**config.mk**
```make
export PLATFORM = sky130hd
export DESIGN_NAME = tribuf_sel_arb
export DESIGN_NICKNAME = d
export VERILOG_FILES = /design/src/rtl/tribuf_sel_arb.sv
export SDC_FILE = /design/constraint.sdc
export NUM_CORES = 1
export LEC_CHECK = 0
export ABC_CLOCK_PERIOD_IN_PS = 4270
export BUFFER_PORTS_ARGS = -buffer_cell sky130_fd_sc_hd__buf_2
export CORE_ASPECT_RATIO = 0.5
export CORE_UTILIZATION = 30
export DETAILED_ROUTE_END_ITERATION = 10
export SETUP_SLACK_MARGIN = 0.05
export SLEW_MARGIN = 15
export SYNTH_ARGS = -nofsm -noshare
export SYNTH_HDL_FRONTEND = slang
export SYNTH_SLANG_ARGS = --single-unit
```
**constraint.sdc**
```tcl
create_clock -name clk -period 4.27 [get_ports clk]
set_input_delay 0.427 -clock clk [delete_from_list [all_inputs] [get_ports clk]]
set_output_delay 0.427 -clock clk [all_outputs]
set_load 0.05 [all_outputs]
```
**src/rtl/tribuf_sel_arb.sv**
```systemverilog
// Registered resolver for NCH tristate-style drivers sharing one W-bit node: bus keeper,
// round-robin arbitration under contention. Define TRIBUF_SEL_CONTENTION_LOG_EN to build err_cnt/sticky.
module tribuf_sel_arb #(
    parameter int            NCH       = 4,
    parameter int            W         = 8,
    parameter logic [W-1:0]  KEEP_INIT = '0
) (
    input  logic                   clk,
    input  logic                   rst_n,
    input  logic [NCH-1:0]         oe,
    input  logic [NCH*W-1:0]       data,
    input  logic [W-1:0]           in,
    output logic [W-1:0]           out,
    output logic [W-1:0]           node,
    output logic                   driven,
    output logic [$clog2(NCH)-1:0] owner,
    output logic                   contention,
    output logic [7:0]             err_cnt,
    input  logic                   clr_err,
    output logic                   sticky
);

    localparam int              OW       = $clog2(NCH);
    localparam logic [OW:0]     NCH_W    = (OW+1)'(NCH);
    localparam logic [OW-1:0]   NCH_LO   = OW'(NCH);
    localparam logic [OW-1:0]   PTR_INIT = OW'(NCH - 1);

    logic [W-1:0]  r_node;
    logic [W-1:0]  r_out;
    logic [OW-1:0] r_owner;
    logic [OW-1:0] r_rr_ptr;
    logic          r_driven;
    logic          r_contention;

    logic [W-1:0]  w_ch_data [NCH];
    logic [OW-1:0] w_rot_idx [NCH];
    logic [NCH-1:0] w_cand;
    logic [OW-1:0] w_sel_idx;
    logic [W-1:0]  w_sel_data;
    logic [W-1:0]  w_node_next;
    logic          w_any;
    logic          w_multi;

    assign w_any   = |oe;
    assign w_multi = |(oe & (oe - {{(NCH-1){1'b0}}, 1'b1}));

    // Candidate gi is the channel (ptr + 1 + gi) mod NCH, so lower gi means higher priority.
    genvar gi;
    generate
        for (gi = 0; gi < NCH; gi++) begin : g_ch
            logic [OW:0] w_sum;
            assign w_ch_data[gi] = data[gi*W +: W];
            assign w_sum         = {1'b0, r_rr_ptr} + (OW+1)'(gi + 1);
            assign w_rot_idx[gi] = (w_sum >= NCH_W) ? (w_sum[OW-1:0] - NCH_LO) : w_sum[OW-1:0];
            assign w_cand[gi]    = oe[w_rot_idx[gi]];
        end
    endgenerate

    // With a single driver the rotated search lands on that driver regardless of the pointer.
    always_comb begin
        w_sel_idx = '0;
        for (int k = NCH - 1; k >= 0; k--) begin
            if (w_cand[k]) begin
                w_sel_idx = w_rot_idx[k];
            end
        end
    end

    assign w_sel_data  = w_ch_data[w_sel_idx];
    assign w_node_next = w_any ? w_sel_data : r_node;

    always_ff @(posedge clk or negedge rst_n) begin
        if (!rst_n) begin
            r_node       <= KEEP_INIT;
            r_out        <= '0;
            r_owner      <= '0;
            r_rr_ptr     <= PTR_INIT;
            r_driven     <= 1'b0;
            r_contention <= 1'b0;
        end else begin
            r_driven     <= w_any;
            r_contention <= w_multi;
            r_out        <= in & w_node_next;
            r_node       <= w_node_next;
            if (w_any) begin
                r_owner <= w_sel_idx;
            end
            if (w_multi) begin
                r_rr_ptr <= w_sel_idx;
            end
        end
    end

    assign node       = r_node;
    assign out        = r_out;
    assign owner      = r_owner;
    assign driven     = r_driven;
    assign contention = r_contention;

`ifdef TRIBUF_SEL_CONTENTION_LOG_EN
    logic [7:0] r_err_cnt;
    logic       r_sticky;

    // Clear wins over a coincident contention, which then goes uncounted.
    always_ff @(posedge clk or negedge rst_n) begin
        if (!rst_n) begin
            r_err_cnt <= '0;
            r_sticky  <= 1'b0;
        end else if (clr_err) begin
            r_err_cnt <= '0;
            r_sticky  <= 1'b0;
        end else if (w_multi) begin
            r_sticky <= 1'b1;
            if (r_err_cnt != 8'hFF) begin
                r_err_cnt <= r_err_cnt + 8'd1;
            end
        end
    end

    assign err_cnt = r_err_cnt;
    assign sticky  = r_sticky;
`else
    logic w_unused_clr;

    assign w_unused_clr = clr_err;
    assign err_cnt      = '0;
    assign sticky       = 1'b0;
`endif

endmodule

```
After elaboration in Yosys (flattened, before gate mapping)
Index checks and enable logic that the tools add are counted.
{"block": "classes", "addsub": 5, "order_cmp": 5, "mux": 16, "bitwise": 3, "n_reduce_logical": 2}
{"op": "2-to-1 mux 8 bit", "n": 3}
{"op": "binary-select mux 8 bit (select 2 bit)", "n": 1}
{"op": "less-than comparator 2 x 3 -> 1 bit (second input constant)", "n": 4}
{"op": "AND 8 bit", "n": 1}
{"op": "binary-select mux 1 bit (select 2 bit)", "n": 4}
{"op": "2-to-1 mux 2 bit", "n": 4}
{"op": "OR reduction 4 bit", "n": 2}
{"op": "adder 2 x 1 -> 2 bit (second input constant)", "n": 2}
{"op": "adder 2 bit (second input constant)", "n": 2}
{"op": "AND 4 bit", "n": 1}
{"op": "2-to-1 mux 1 bit", "n": 4}
{"op": "subtractor 4 x 1 -> 4 bit (second input constant)", "n": 1}
{"op": ">= comparator 3 bit (second input constant)", "n": 1}
{"op": "inverter 2 -> 3 bit", "n": 1}
{"block": "totals", "register_bits": 22, "inputBits": 47, "out_inout_bits": 29, "word_cells": 37}

Longest topological paths before layout
{"block": "depth", "word_depth": 13, "depth_mapped": 6, "mapped_depth_nobuf": 6}

Worst setup path after synthesis
Ideal clock, no wire load.
{"block": "synth_path", "path_type": "flip-flop to flip-flop", "from": "register r_rr_ptr[0]", "to": "register r_out[1] (netlist: out[1])", "setup_time_ns": 0.133, "arrival_time_ns": 1.515, "required_ns": 4.137, "slack_ns": 2.622, "stages_incl_launch_ff": 6, "n_path_buf": 0, "path_cell_list": "dfstp_2 -> and3b_1 -> o31a_1 -> a41o_1 -> a21oi_2 -> a211oi_2"}
{"block": "synth_between", "elab_chain_len": 13}
{"element": "start: declaration", "line": "31", "source": "logic [OW-1:0] r_rr_ptr;"}
{"element": "start signal: assignment", "line": "89", "source": "r_rr_ptr <= w_sel_idx;"}
{"element": "adder 2 x 1 -> 2 bit", "line": "53", "source": "assign w_sum = {1'b0, r_rr_ptr} + (OW+1)'(gi + 1);"}
{"element": "binary-select mux 1 bit (select 2 bit)", "line": "55", "source": "assign w_cand[gi] = oe[w_rot_idx[gi]];"}
{"element": "2-to-1 mux 1 bit (not written as such)", "line": "55"}
{"element": "2-to-1 mux 2 bit (3 in series)", "line": "63", "source": "if (w_cand[k]) begin"}
{"element": "2-to-1 mux 2 bit *", "line": "63"}
{"element": "inverter 2 -> 3 bit (not written as such) *", "line": "69", "source": "assign w_sel_data = w_ch_data[w_sel_idx];"}
{"element": "binary-select mux 8 bit (select 2 bit) *", "line": "69"}
{"element": "2-to-1 mux 8 bit (not written as such) * (2 in series)", "line": "69"}
{"element": "2-to-1 mux 8 bit *", "line": "70", "source": "assign w_node_next = w_any ? w_sel_data : r_node;"}
{"element": "AND 8 bit *", "line": "83", "source": "r_out <= in & w_node_next;"}
{"element": "end signal: assignment", "line": "83"}
{"element": "end: declaration", "line": "29", "source": "logic [W-1:0] r_out;"}
Mark *: on every way between the ends. The rest lies on a longest branch, timed or not. The select of a mux whose other input is x is not followed.
A chain may end at the register's enable or synchronous reset.

Worst setup path in the final report
{"block": "layout_path", "from": "register r_rr_ptr[1]", "to": "register r_out[1] (netlist: out[1])"}
Same word-level chain as after synthesis.

==> results.cfg <==
[timing]
hold_violations = 0
finalSetupViolations = 0
worst_pin_slew_ns = 0.868
slew_viol_final = 0
max_freq_mhz = 488
fin_crit_ns = 2.05
fin_tns_setup_ns = 0
rsz0062_at_grt = false
post-route-period-util_pct = 48.0
slew_headroom_pct = 42.1
finalClockSkew_ns = 0.00159

[setup_path]
cp.required_ns = 4.41
start_kind = flop
cp_data_arrival_time_ns = 2.19
cp-end-kind = flop
crit_type = flop to flop
cp_max_fo = 25

[final_layout]
n_antenna_cell = 0
final_net_count = 239
stdcell_count = 248
area_growth_syn_to_layout_pct = 25.9
nFillCells = 466
seqCellArea_um2 = 553
multiInputGateArea_um2 = 727
layout-drive-gt1-share_pct = 55.0

[synth]
ys_top_cells_by_area = dfrtp_1 36%, a311oi_2 8.5%, a211oi_2 7.1%
synth_xor_area_share_pct = 0
avgSynthCellArea_um2 = 11.1
synth_top_family_by_area = compound AO/OA/AOI/OAI gates
syn_inst = 127
yosysSeqAreaShare_pct = 39.3
synthAdderAreaFrac_pct = 0.710
ys_ff_latch = 22
synth_ff_type = dfrtp_1
synth-compound-area-share_pct = 39.7
yosys.area_share.simple_pct = 7.28
synth.area.mux_share_pct = 1.51
netlist.area_leader.share_pct = 35.5
synthArstFlopShare_pct = 100
yosysUniqueCellTypes = 34
synth_area_mm2 = 0.00141
synth_edf_count = 0
yosys_warnings = 0
yosysTopAreaCell = dfrtp_1

[run_status]
outcome = complete, no violations

[clock_network]
cts_buffers = 3
cts_tree = done
cts_resized = 0
clk_path_buf_depth = 2
cts_hold_buf = 0
insertion_delay_ns = 0.26
cts.clk_slew.worst_paths_ns = 0.08
clk_root_buffer_cell = clkbuf_8
cts_max_level = 1
cts_sinks = 22
cts_setup_buffers = 0

[die]
num_io_pins = 76
initial_core_util_pct = 31.7
fp.dieW_um = 98.9
fp-row-count = 17
coreArea_mm2 = 0.00445
die_y_um = 50.5
dieArea_mm2 = 0.00499

[detailed_routing]
dr.pass1.iters = 4
totalWireLength_mm = 3.38
drc_errors = 0
drt.antenna.violating_nets = 0
via_per_inst = 4.79
detail_route.iter0.violations = 42
dr_total_vias = 1187
wl_per_cell_um = 13.6

[power]
vdd_drop_max_v = 0.000151
pwr_density_cell_mw_per_mm2 = 547
power.switching_w = 0.000482
leakagePower_nw = 0.838
p_seq_share_pct = 31.1
p_sw_share_pct = 49.7
pwr-share-comb_pct = 55.4
power.internal_w = 0.000488
pwr-share-clk_pct = 13.5

[placement]
dp_hpwl_mm = 2.53
gp_congestion = 0.777
post-place-cells = 244
io_buffers = 65

[global_route]
overflow = 0
grt_max_degree = 26
grt_pass1_vias = 1101
antenna_found_initial = 0
grt_first_pass_wirelength_mm = 5.33
grt_usage_pct = 14.1

[flow_run]
maxCapViolCount = 0

[min_path]
worst_hold_path_type = input pin to asynchronous set/reset pin
[placed cells by master, fill, tap and decap left out, drive strengths merged]
| cell | n |
|---|---|
| o31ai | 1 |
| a21oi | 9 |
| o31a | 1 |
| o21ai | 10 |
| maj3 | 1 |
| mux2 | 1 |
| a211oi | 8 |
| a41o | 8 |
| a21boi | 8 |
| mux2i | 1 |
| nand2b | 1 |
| nor2b | 1 |
| dfstp | 2 |
| nor2 | 1 |
| or3 | 1 |
| buf | 66 |
| inv | 12 |
| nand2 | 12 |
| conb | 9 |
| a21o | 1 |
| a31oi | 1 |
| a311oi | 8 |
| clkbuf | 4 |
| o32a | 1 |
| nor3b | 1 |
| dfrtp | 20 |
| or2 | 1 |
| and3b | 1 |
[final cells by class]
class	instances	area share [%]
sequential	22	31.2
multi-input combinational	87	41.0
inverter	12	2.54
tap	57	4.02
clock buffer	4	2.54
timing repair buffer	66	18.8
[power groups by stage]
| stage | clock network [W] | registers, W | logic, W |
|---|---|---|---|
| 2_1_floorplan | 0 | 0.000496 | 0.000244 |
| 4_1_cts | 0.000136 | 0.000302 | 0.000542 |
| 3_3_place_gp | 0 | 0.000305 | 0.000536 |
| 5_1_grt | 0.000147 | 0.000310 | 0.000570 |
| 3_5_place_dp | 0 | 0.000307 | 0.000542 |
| 6_report | 0.000131 | 0.000301 | 0.000538 |
[layer usage]
metal	wire length [µm]	global-route usage, %
met5	0	0
met4	17	2.24
met3	133	3.76
met2	1710	26.0
met1	1530	16.8
[synth_stat cells (3+ instances only)]
library cell and instances:
a311oi_2 8, nand2_1 11, dfrtp_1 20, buf_6 3, buf_4 10, a21oi_2 8, o21ai_1 8, a41o_1 8
inv_1 10, a211oi_2 8, a21boi_1 7
[sequential cells by signal, summed over array words and instances (netlist names)]
| name | count |
|---|---|
| contention | 1 |
| driven | 1 |
| node | 8 |
| out | 8 |
| owner | 2 |
| r_rr_ptr | 2 |
[worst max-delay path, cell delays in order (launching register included)]
cell      delay [ns]
dfstp_2         0.40
nand2b_1        0.18
a31oi_4         0.73
nand2_4         0.27
a21oi_2         0.25
a211oi_2        0.08
[cell families after synthesis]
kind of cell / Yosys count
multiplexers: 2
adder cells (fa/ha/maj): 1
AO/OA/AOI/OAI: 56
other: 1
buffers and inverters: 26
AND/OR/NAND/NOR: 19
flip-flops: 22
[metrics by stage]
| stage | setup slack [ns] | total power (W) | utilization (%) | hold slack, ns | area (µm²) |
|---|---|---|---|---|---|
| 6_report | 2.22 | 0.000971 | 39.9 | 0.122 | 1770 |
| 5_1_grt | 2.10 | 0.00103 | 39.9 | 0.153 | 1770 |
| 3_5_place_dp | 2.11 | 0.000849 | 38.9 | 0.426 | 1730 |
| 3_3_place_gp | 2.13 | 0.000840 | 38.9 | 0.423 | 1730 |
| 4_1_cts | 2.21 | 0.000981 | 39.9 | 0.140 | 1770 |
| 2_1_floorplan | 2.62 | 0.000740 | - | 0.131 | 1440 |
[final timing paths]
check	start	to	slack, ns	depth (start not counted)
worst min register to register	owner[1]$_DFFE_PN0N_	owner[1]$_DFFE_PN0N_	0.47	2
min in group clk	in[3]	out[3]$_DFF_PN0_	0.38	3
worst max register to register	r_rr_ptr[1]$_DFFE_PN1P_	out[1]$_DFF_PN0_	2.22	5
worst min-delay path	rst_n	out[1]$_DFF_PN0_	0.12	1
max in group asynchronous	rst_n	r_rr_ptr[0]$_DFFE_PN1P_	3.79	1
worst max-delay path	r_rr_ptr[1]$_DFFE_PN1P_	out[1]$_DFF_PN0_	2.22	5
Note: power is estimated with default switching activity, not from simulation.
